==> src/rtl/sha3_pkg.sv <==
// Shared constants and state encoding for the SHA3 block padder.
package sha3_pkg;

  localparam int RATE_BYTES = 136;
  localparam int RATE_BITS  = 8 * RATE_BYTES;
  localparam int CNT_W      = 8;

  localparam logic [7:0] DOMAIN_SHA3 = 8'h06;
  localparam logic [7:0] PAD_END     = 8'h80;

  typedef enum logic [1:0] {
    FILL     = 2'd0,
    EMIT     = 2'd1,
    EMIT_PAD = 2'd2
  } padder_state_t;

endpackage

==> src/rtl/sha3_block_padder.sv <==
// Packs a byte stream into 136-byte SHA3-256 rate blocks, applies pad10*1
// with domain byte 0x06 and hands each block out over valid/ready.
//
// state    | meaning
// ---------+------------------------------------------------------------
// FILL     | accepting message bytes into the block buffer
// EMIT     | buffer holds a complete block, waiting for consumer
// EMIT_PAD | message ended exactly on a block edge; extra pad-only block
module sha3_block_padder
  import sha3_pkg::*;
(
  input  logic                 clk,
  input  logic                 rst,
  input  logic                 in_valid,
  output logic                 in_ready,
  input  logic [7:0]           in_data,
  input  logic                 in_byte_en,
  input  logic                 in_last,
  output logic                 blk_valid,
  input  logic                 blk_ready,
  output logic [RATE_BITS-1:0] blk_data,
  output logic                 blk_last,
  output logic [15:0]          blk_idx
);

  localparam logic [CNT_W-1:0] LAST_POS = CNT_W'(RATE_BYTES - 1);

  padder_state_t          state_q, state_d;
  logic [RATE_BITS-1:0]   blk_buf_q, blk_buf_d;
  logic [CNT_W-1:0]       cnt_q, cnt_d;
  logic                   pend_q, pend_d;
  logic                   last_q, last_d;
  logic [15:0]            idx_q, idx_d;

  // XOR one byte into the lane selected by pos. Since the buffer is zeroed
  // between blocks, this doubles as a plain write for data bytes, and the
  // domain/end-pad overlap (0x06 ^ 0x80 = 0x86) needs no special case.
  function automatic logic [RATE_BITS-1:0] xor_lane(
    input logic [RATE_BITS-1:0] b,
    input logic [CNT_W-1:0]     pos,
    input logic [7:0]           val
  );
    logic [RATE_BITS-1:0] r;
    r = b;
    for (int i = 0; i < RATE_BYTES; i++) begin
      if (pos == CNT_W'(i)) r[8*i +: 8] = r[8*i +: 8] ^ val;
    end
    return r;
  endfunction

  // Apply domain byte at pos and the closing 0x80 at the final lane.
  function automatic logic [RATE_BITS-1:0] apply_pad(
    input logic [RATE_BITS-1:0] b,
    input logic [CNT_W-1:0]     pos
  );
    return xor_lane(xor_lane(b, pos, DOMAIN_SHA3), LAST_POS, PAD_END);
  endfunction

  // State and datapath registers.
  always_ff @(posedge clk or posedge rst) begin
    if (rst) begin
      state_q   <= FILL;
      blk_buf_q <= '0;
      cnt_q     <= '0;
      pend_q    <= 1'b0;
      last_q    <= 1'b0;
      idx_q     <= '0;
    end else begin
      state_q   <= state_d;
      blk_buf_q <= blk_buf_d;
      cnt_q     <= cnt_d;
      pend_q    <= pend_d;
      last_q    <= last_d;
      idx_q     <= idx_d;
    end
  end

  // Next-state, buffer update and block bookkeeping.
  always_comb begin
    state_d   = state_q;
    blk_buf_d = blk_buf_q;
    cnt_d     = cnt_q;
    pend_d    = pend_q;
    last_d    = last_q;
    idx_d     = idx_q;

    case (state_q)
      FILL: begin
        if (in_valid) begin
          if (in_byte_en) begin
            blk_buf_d = xor_lane(blk_buf_q, cnt_q, in_data);
            if (cnt_q == LAST_POS) begin
              // Block full; if the message also ends here the padding
              // spills into a separate pad-only block.
              state_d = EMIT;
              last_d  = 1'b0;
              pend_d  = in_last;
            end else if (in_last) begin
              blk_buf_d = apply_pad(blk_buf_d, cnt_q + CNT_W'(1));
              state_d   = EMIT;
              last_d    = 1'b1;
            end else begin
              cnt_d = cnt_q + CNT_W'(1);
            end
          end else if (in_last) begin
            // Zero-data terminator: pad starts at the current position.
            blk_buf_d = apply_pad(blk_buf_q, cnt_q);
            state_d   = EMIT;
            last_d    = 1'b1;
          end
          // in_byte_en=0 without in_last is illegal and ignored.
        end
      end

      EMIT: begin
        if (blk_ready) begin
          cnt_d = '0;
          if (pend_q) begin
            blk_buf_d = apply_pad('0, '0);
            state_d   = EMIT_PAD;
            pend_d    = 1'b0;
            last_d    = 1'b1;
            idx_d     = idx_q + 16'd1;
          end else begin
            blk_buf_d = '0;
            state_d   = FILL;
            last_d    = 1'b0;
            idx_d     = last_q ? 16'd0 : idx_q + 16'd1;
          end
        end
      end

      EMIT_PAD: begin
        if (blk_ready) begin
          blk_buf_d = '0;
          cnt_d     = '0;
          state_d   = FILL;
          last_d    = 1'b0;
          idx_d     = 16'd0;
        end
      end

      default: begin
        state_d = FILL;
      end
    endcase
  end

  assign in_ready  = (state_q == FILL);
  assign blk_valid = (state_q != FILL);
  assign blk_data  = blk_buf_q;
  assign blk_last  = last_q;
  assign blk_idx   = idx_q;

endmodule

==> config.mk <==
export PLATFORM = sky130hd
export DESIGN_NAME = sha3_block_padder
export DESIGN_NICKNAME = d
export VERILOG_FILES = /design/src/rtl/sha3_pkg.sv /design/src/rtl/sha3_block_padder.sv
export SDC_FILE = /design/constraint.sdc
export NUM_CORES = 2
export LEC_CHECK = 0
export ABC_AREA = 1
export CAP_MARGIN = 20
export CORE_AREA = 2 2 437 439
export CTS_CLUSTER_DIAMETER = 40
export DETAILED_ROUTE_END_ITERATION = 6
export DIE_AREA = 0 0 439 441
export PLACE_DENSITY = 0.59
export RECOVER_POWER = 25
export SETUP_SLACK_MARGIN = 0.5
export SKIP_CTS_REPAIR_TIMING = 1
export SLEW_MARGIN = 5
export SYNTH_ARGS = -nofsm -noshare
export SYNTH_HDL_FRONTEND = slang
export SYNTH_SLANG_ARGS = --single-unit
export TNS_END_PERCENT = 100
==> constraint.sdc <==
create_clock -name clk -period 92.7 [get_ports clk]
set_input_delay 18.54 -clock clk [delete_from_list [all_inputs] [get_ports clk]]
set_output_delay 18.54 -clock clk [all_outputs]
set_load 0.02 [all_outputs]
* Word level (Yosys, flattened, before mapping)
Cells that the tools add are included.
** Operators by class
- Add/subtract/negate cells :: 2
- Equal/unequal tests :: 417
- Muxes and demuxes :: 865
- Bitwise logic cells :: 410
- Reductions and logical operators :: 152
** Operator list (number)
- 2-to-1 mux 1088 bit :: 8
- 2-to-1 mux 8 bit :: 558
- one-hot mux 1088 bit (3 select lines) :: 1
- bitwise XOR 8 bit :: 136
- equality test 8 x 7 -> 1 bit (second input constant) :: 128
- AND reduction 6 bit :: 137
- 2-to-1 mux 3 bit :: 272
- NOT 2 bit :: 272
- equality test 8 x 6 -> 1 bit (second input constant) :: 64
- != test 3 x 1 -> 1 bit (second input constant) :: 137
- equality test 8 x 5 -> 1 bit (second input constant) :: 32
- equality test 8 x 4 -> 1 bit (second input constant) :: 16
- equality test 8 bit (second input constant) :: 16
- equality test 8 x 3 -> 1 bit (second input constant) :: 8
- 2-to-1 mux 16 bit :: 4
- equality test 8 x 2 -> 1 bit (second input constant) :: 4
- one-hot mux 16 bit (2 select lines) :: 1
- adder 16 x 1 -> 16 bit (second input constant) :: 1
- equality test 8 x 1 -> 1 bit (second input constant) :: 2
- zero test 8 bit :: 2
- one-hot mux 8 bit (2 select lines) :: 1
- AND reduction 5 bit :: 3
- 2-to-1 mux 2 bit :: 7
- 2-to-1 mux 1 bit :: 10
- other kinds (15) :: 26
** Storage, ports and cells
- Bits in registers :: 1116
- Input bits :: 14
- Output and inout bits :: 1107
- Word-level logic and storage cells :: 1989

* Longest topological paths before layout
- Depth after elaboration :: 18
- Mapped depth :: 16
- Depth with buffers taken out :: 14

* Worst setup path before layout
Ideal clock, no wire load.
- Path type :: input to register
- Start point :: in in_byte_en
- End point :: reg blk_buf_q[320], in the netlist blk_data[320]
- Setup time :: 123 ps
- Arrival time :: 20127 ps
- Required time :: 92577 ps
- Setup slack :: 72450 ps
- Stages on the path :: 10
- Path buffers :: 5
- Cell sequence :: buf_4 -> nor2_2 -> inv_2 -> buf_2 -> nand2_1 -> buf_2 -> buf_2 -> clkbuf_1 -> nor3_1 -> o221a_2
** On the way
- Cells in the longest elaborated chain, start to end :: 3
- Elaborated cells on any way between the ends :: 5
- Those cells by class :: eq/ne (1); mux (3); reduce/logical (1)
** Ends and longest elaborated chain
- start, declared :: RTL line sha3_block_padder.sv:17 : input logic in_byte_en,
- 2-to-1 mux 1088 bit :: RTL line sha3_block_padder.sv:90 : if (in_byte_en) begin
- 2-to-1 mux 1088 bit :: RTL line sha3_block_padder.sv:89 : if (in_valid) begin
- one-hot mux 1088 bit (3 select lines) :: RTL line sha3_block_padder.sv:87 : case (state_q)
- end signal, assigned :: RTL line sha3_block_padder.sv:70 : blk_buf_q <= blk_buf_d;
- end, declared :: RTL line sha3_block_padder.sv:29 : logic [RATE_BITS-1:0] blk_buf_q, blk_buf_d;
Parallel ways exist; a longest one is shown, timed or not. The select of a mux whose other input is x is not followed.
A chain may end at the register's enable or synchronous reset.

* Worst setup path in the final report
- Start point :: in in_byte_en
- End point :: reg blk_buf_q[1087], in the netlist blk_data[1087]
Same word-level chain as after synthesis.

==> impl_metrics.tcl <==
set metrics [dict create \
    clkPwrFrac 0.250 \
    io_pins 1121 \
    grt_overflow_total 0 \
    syn_inst 8866 \
    htree_num_levels 4 \
    antenna_found_initial 11 \
    failed_checks "capacitance limit, slew limit" \
    initial_core_util 0.348 \
    layout_setup_ws_ps 60130 \
    grt_pass1_vias 62520 \
    p_sw_w 0.00162 \
    fmaxAchievable_mhz 30.7 \
    leakage_nw 38.2 \
    clk-insertion-delay-late_ps 900 \
    synth_edf_count 0 \
    clock_skew_ps 69.2 \
    dr.first_iter.drc_count 5335 \
    min_from "blk_data[71]" \
    synth_area_sq_um 65800 \
    fin_nets 9833 \
    vias 67212 \
    synth.distinct_cells 39 \
    std_cell_rows 160 \
    critical_path_class "input port to register" \
    worstMarginPinSlew_ps 11090 \
    clk_path_buf_depth 3 \
    final_cell_mix "1711 x nand2_1, 1116 x dfrtp_1, 1074 x o21ai_0" \
    netlist_top_cells_area "dfrtp_1 42%, nand2_1 9.8%, o21ai_0 8.2%" \
    p_per_area_nw_per_um2 40.2 \
    worstSetupStartpointType "input port" \
    grtUsageTotal 0.298 \
    synth_nets 8890 \
    die_h_microns 441 \
    power_frac_seq 0.236 \
    finish.utilization 0.461 \
    wl_per_cell_microns 23.8 \
    mostFrequentLayoutCell "nand2_1" \
    synth-seq-cells 1116 \
    cts_sinks 1116 \
    grt_pass1_wl_mm 428 \
    switching_share 0.462 \
    crit_required_ps 93420 \
    die_area_sq_um 194000 \
    p_total_w 0.00351 \
    cts_tree "yes" \
    yosysTopAreaCell "dfrtp_1" \
    drtAntennaViolNets 0 \
    fin_crit_sh 0.351 \
    routed_wl_mm 299 \
    period_needed_ps 32570 \
    post-place-ws_ps 69200 \
    root_buffer "clkbuf_16" \
    hold_path_depth 1 \
    drc_errors 0 \
    hold_violations 0 \
    comb_power_share 0.514 \
    clk_pin_slew_worst_paths_ps 50 \
    status "finished with violations" \
    grt_max_degree 195 \
    r2r_setup_slack_ps 84480 \
    ys_warn_count 0 \
    core_sq_um 189000 \
    gp_congestion 0.864 \
    r2r-start "state_q[0]" \
    async_flop_share 1.00 \
    peakVddDrop_mv 0.0222 \
    fin_setup_tns_ps 0 \
    synth_ff_type "dfrtp_1" \
    seq_area_frac_synth 0.424 \
    vias_per_cell 5.36 \
    p_int_w 0.00189 \
    fin_area_sq_um 87200 \
    crit_path_end_kind "register" \
    critPathMaxFanout 194 \
    place_area_sq_um 79000 \
    relSlewSlack -6.39 \
    synth.top_cell.area_share 0.424 \
    setup_viol 0 \
    rr_worst_depth 12 \
    hold_path_class "register to register" \
    rr_endpoint "blk_data[978]" \
    area_growth_pct 32.5 \
    io_buffers 1120 \
    drive_above_1_share 0.0736 \
    rsz0062_at_grt "false" \
    cts_buffers 230 \
    cp.arrival_ps 33290 \
    maxCapViolations 12 \
    hold_path_end "blk_data[71]" \
    first_pass_iters 7 \
    dp.final_hpwl_mm 205 \
    syn_avg_cell_area_sq_um 7.42 \
    fp.dieW_microns 439 \
    maxSlewViolCount 1007 \
]
## layout make-up
| type | instances | area (sq um) |
|---|---|---|
| well taps | 2511 | 3140 |
| fillers | 18449 | 102000 |
| diodes | 9 | 22.5 |
| multi-input cells | 6098 | 31600 |
| clock inverters | 148 | 1940 |
| clock buffers | 284 | 6300 |
| repair buffers | 1232 | 12000 |
| flip-flops and latches | 1116 | 27900 |
| inverters | 1131 | 4300 |
## critical path, cell delays in order
cell and delay [ps]:
clkbuf_1 4600, clkinvlp_2 3770, clkbuf_1 4170, nor2_1 1260, inv_1 200, o21ai_0 240, a21oi_1 80, o21ai_0 110
a21oi_1 80
## sequential cells by signal (all words and copies together) (netlist names)
register  count
pend_q        1
cnt_q         8
state_q       2
blk_last      1
blk_idx      16
blk_data   1088
## cell families (layout without fill, tap and decap cells)
kind of cell / Yosys count / count (layout) / share of synthesized area
AO/OA/AOI/OAI: 2006 / 2006 / 0.169
XOR/XNOR: 258 / 258 / 0.0343
adder cells (fa/ha/maj): 10 / 10 / 0.00190
buffers and inverters: 1652 / 2795 / 0.0978
flip-flops: 1116 / 1116 / 0.424
other: 0 / 9 / 0
AND/OR/NAND/NOR: 3824 / 3824 / 0.273
## per-stage QoR
step           hold WS, ps  cells
2_1_floorplan          474   8866
3_3_place_gp           455  12086
3_5_place_dp           456  12087
4_1_cts                467  12519
5_1_grt                476  12520
6_report               455  12529
## Yosys cell counts, types with 39 or more instances
| library cell | count |
|---|---|
| nand2_1 | 1718 |
| nor3_1 | 638 |
| nand3_1 | 290 |
| nor2_2 | 67 |
| o21a_1 | 39 |
| nor2_1 | 508 |
| buf_2 | 156 |
| inv_2 | 50 |
| a211oi_1 | 239 |
| o21ai_1 | 266 |
| nor3b_1 | 528 |
| inv_1 | 1080 |
| dfrtp_1 | 1116 |
| clkbuf_1 | 335 |
| o21ai_0 | 1075 |
| xnor2_1 | 207 |
| xor2_1 | 51 |
| a21oi_1 | 278 |
## worst max path at each step
| stage | from | to | slack [ps] | depth (start not counted) |
|---|---|---|---|---|
| 2_1_floorplan | rst | blk_data[0] | 42740 | 1 |
| 3_3_place_gp | in_byte_en | blk_data[412] | 69300 | 10 |
| 3_5_place_dp | in_byte_en | blk_data[109] | 69200 | 10 |
| 4_1_cts | in_byte_en | blk_data[53] | 70100 | 10 |
| 5_1_grt | in_byte_en | blk_data[1087] | 59760 | 9 |
| 6_report | in_byte_en | blk_data[1087] | 60130 | 9 |
## power by group through the flow
stage               Combinational [W]  Clock (W)  Sequential (W)
CTS                           0.00181   0.000888        0.000828
global placement              0.00175          0        0.000827
detailed placement            0.00180          0        0.000833
floorplan                    0.000896          0         0.00101
finish                        0.00180   0.000878        0.000830
global route                  0.00196   0.000912        0.000852
## layer usage
metal | global-route usage | vias to the layer above | share of wire
met5 | 0 | - | 0.00011
met4 | 0.184 | 6 | 0.067
met3 | 0.0655 | 649 | 0.076
met2 | 0.466 | 2637 | 0.46
met1 | 0.373 | 32582 | 0.40
li1 | - | 31338 | -
Power figures use the tool's default switching activity.
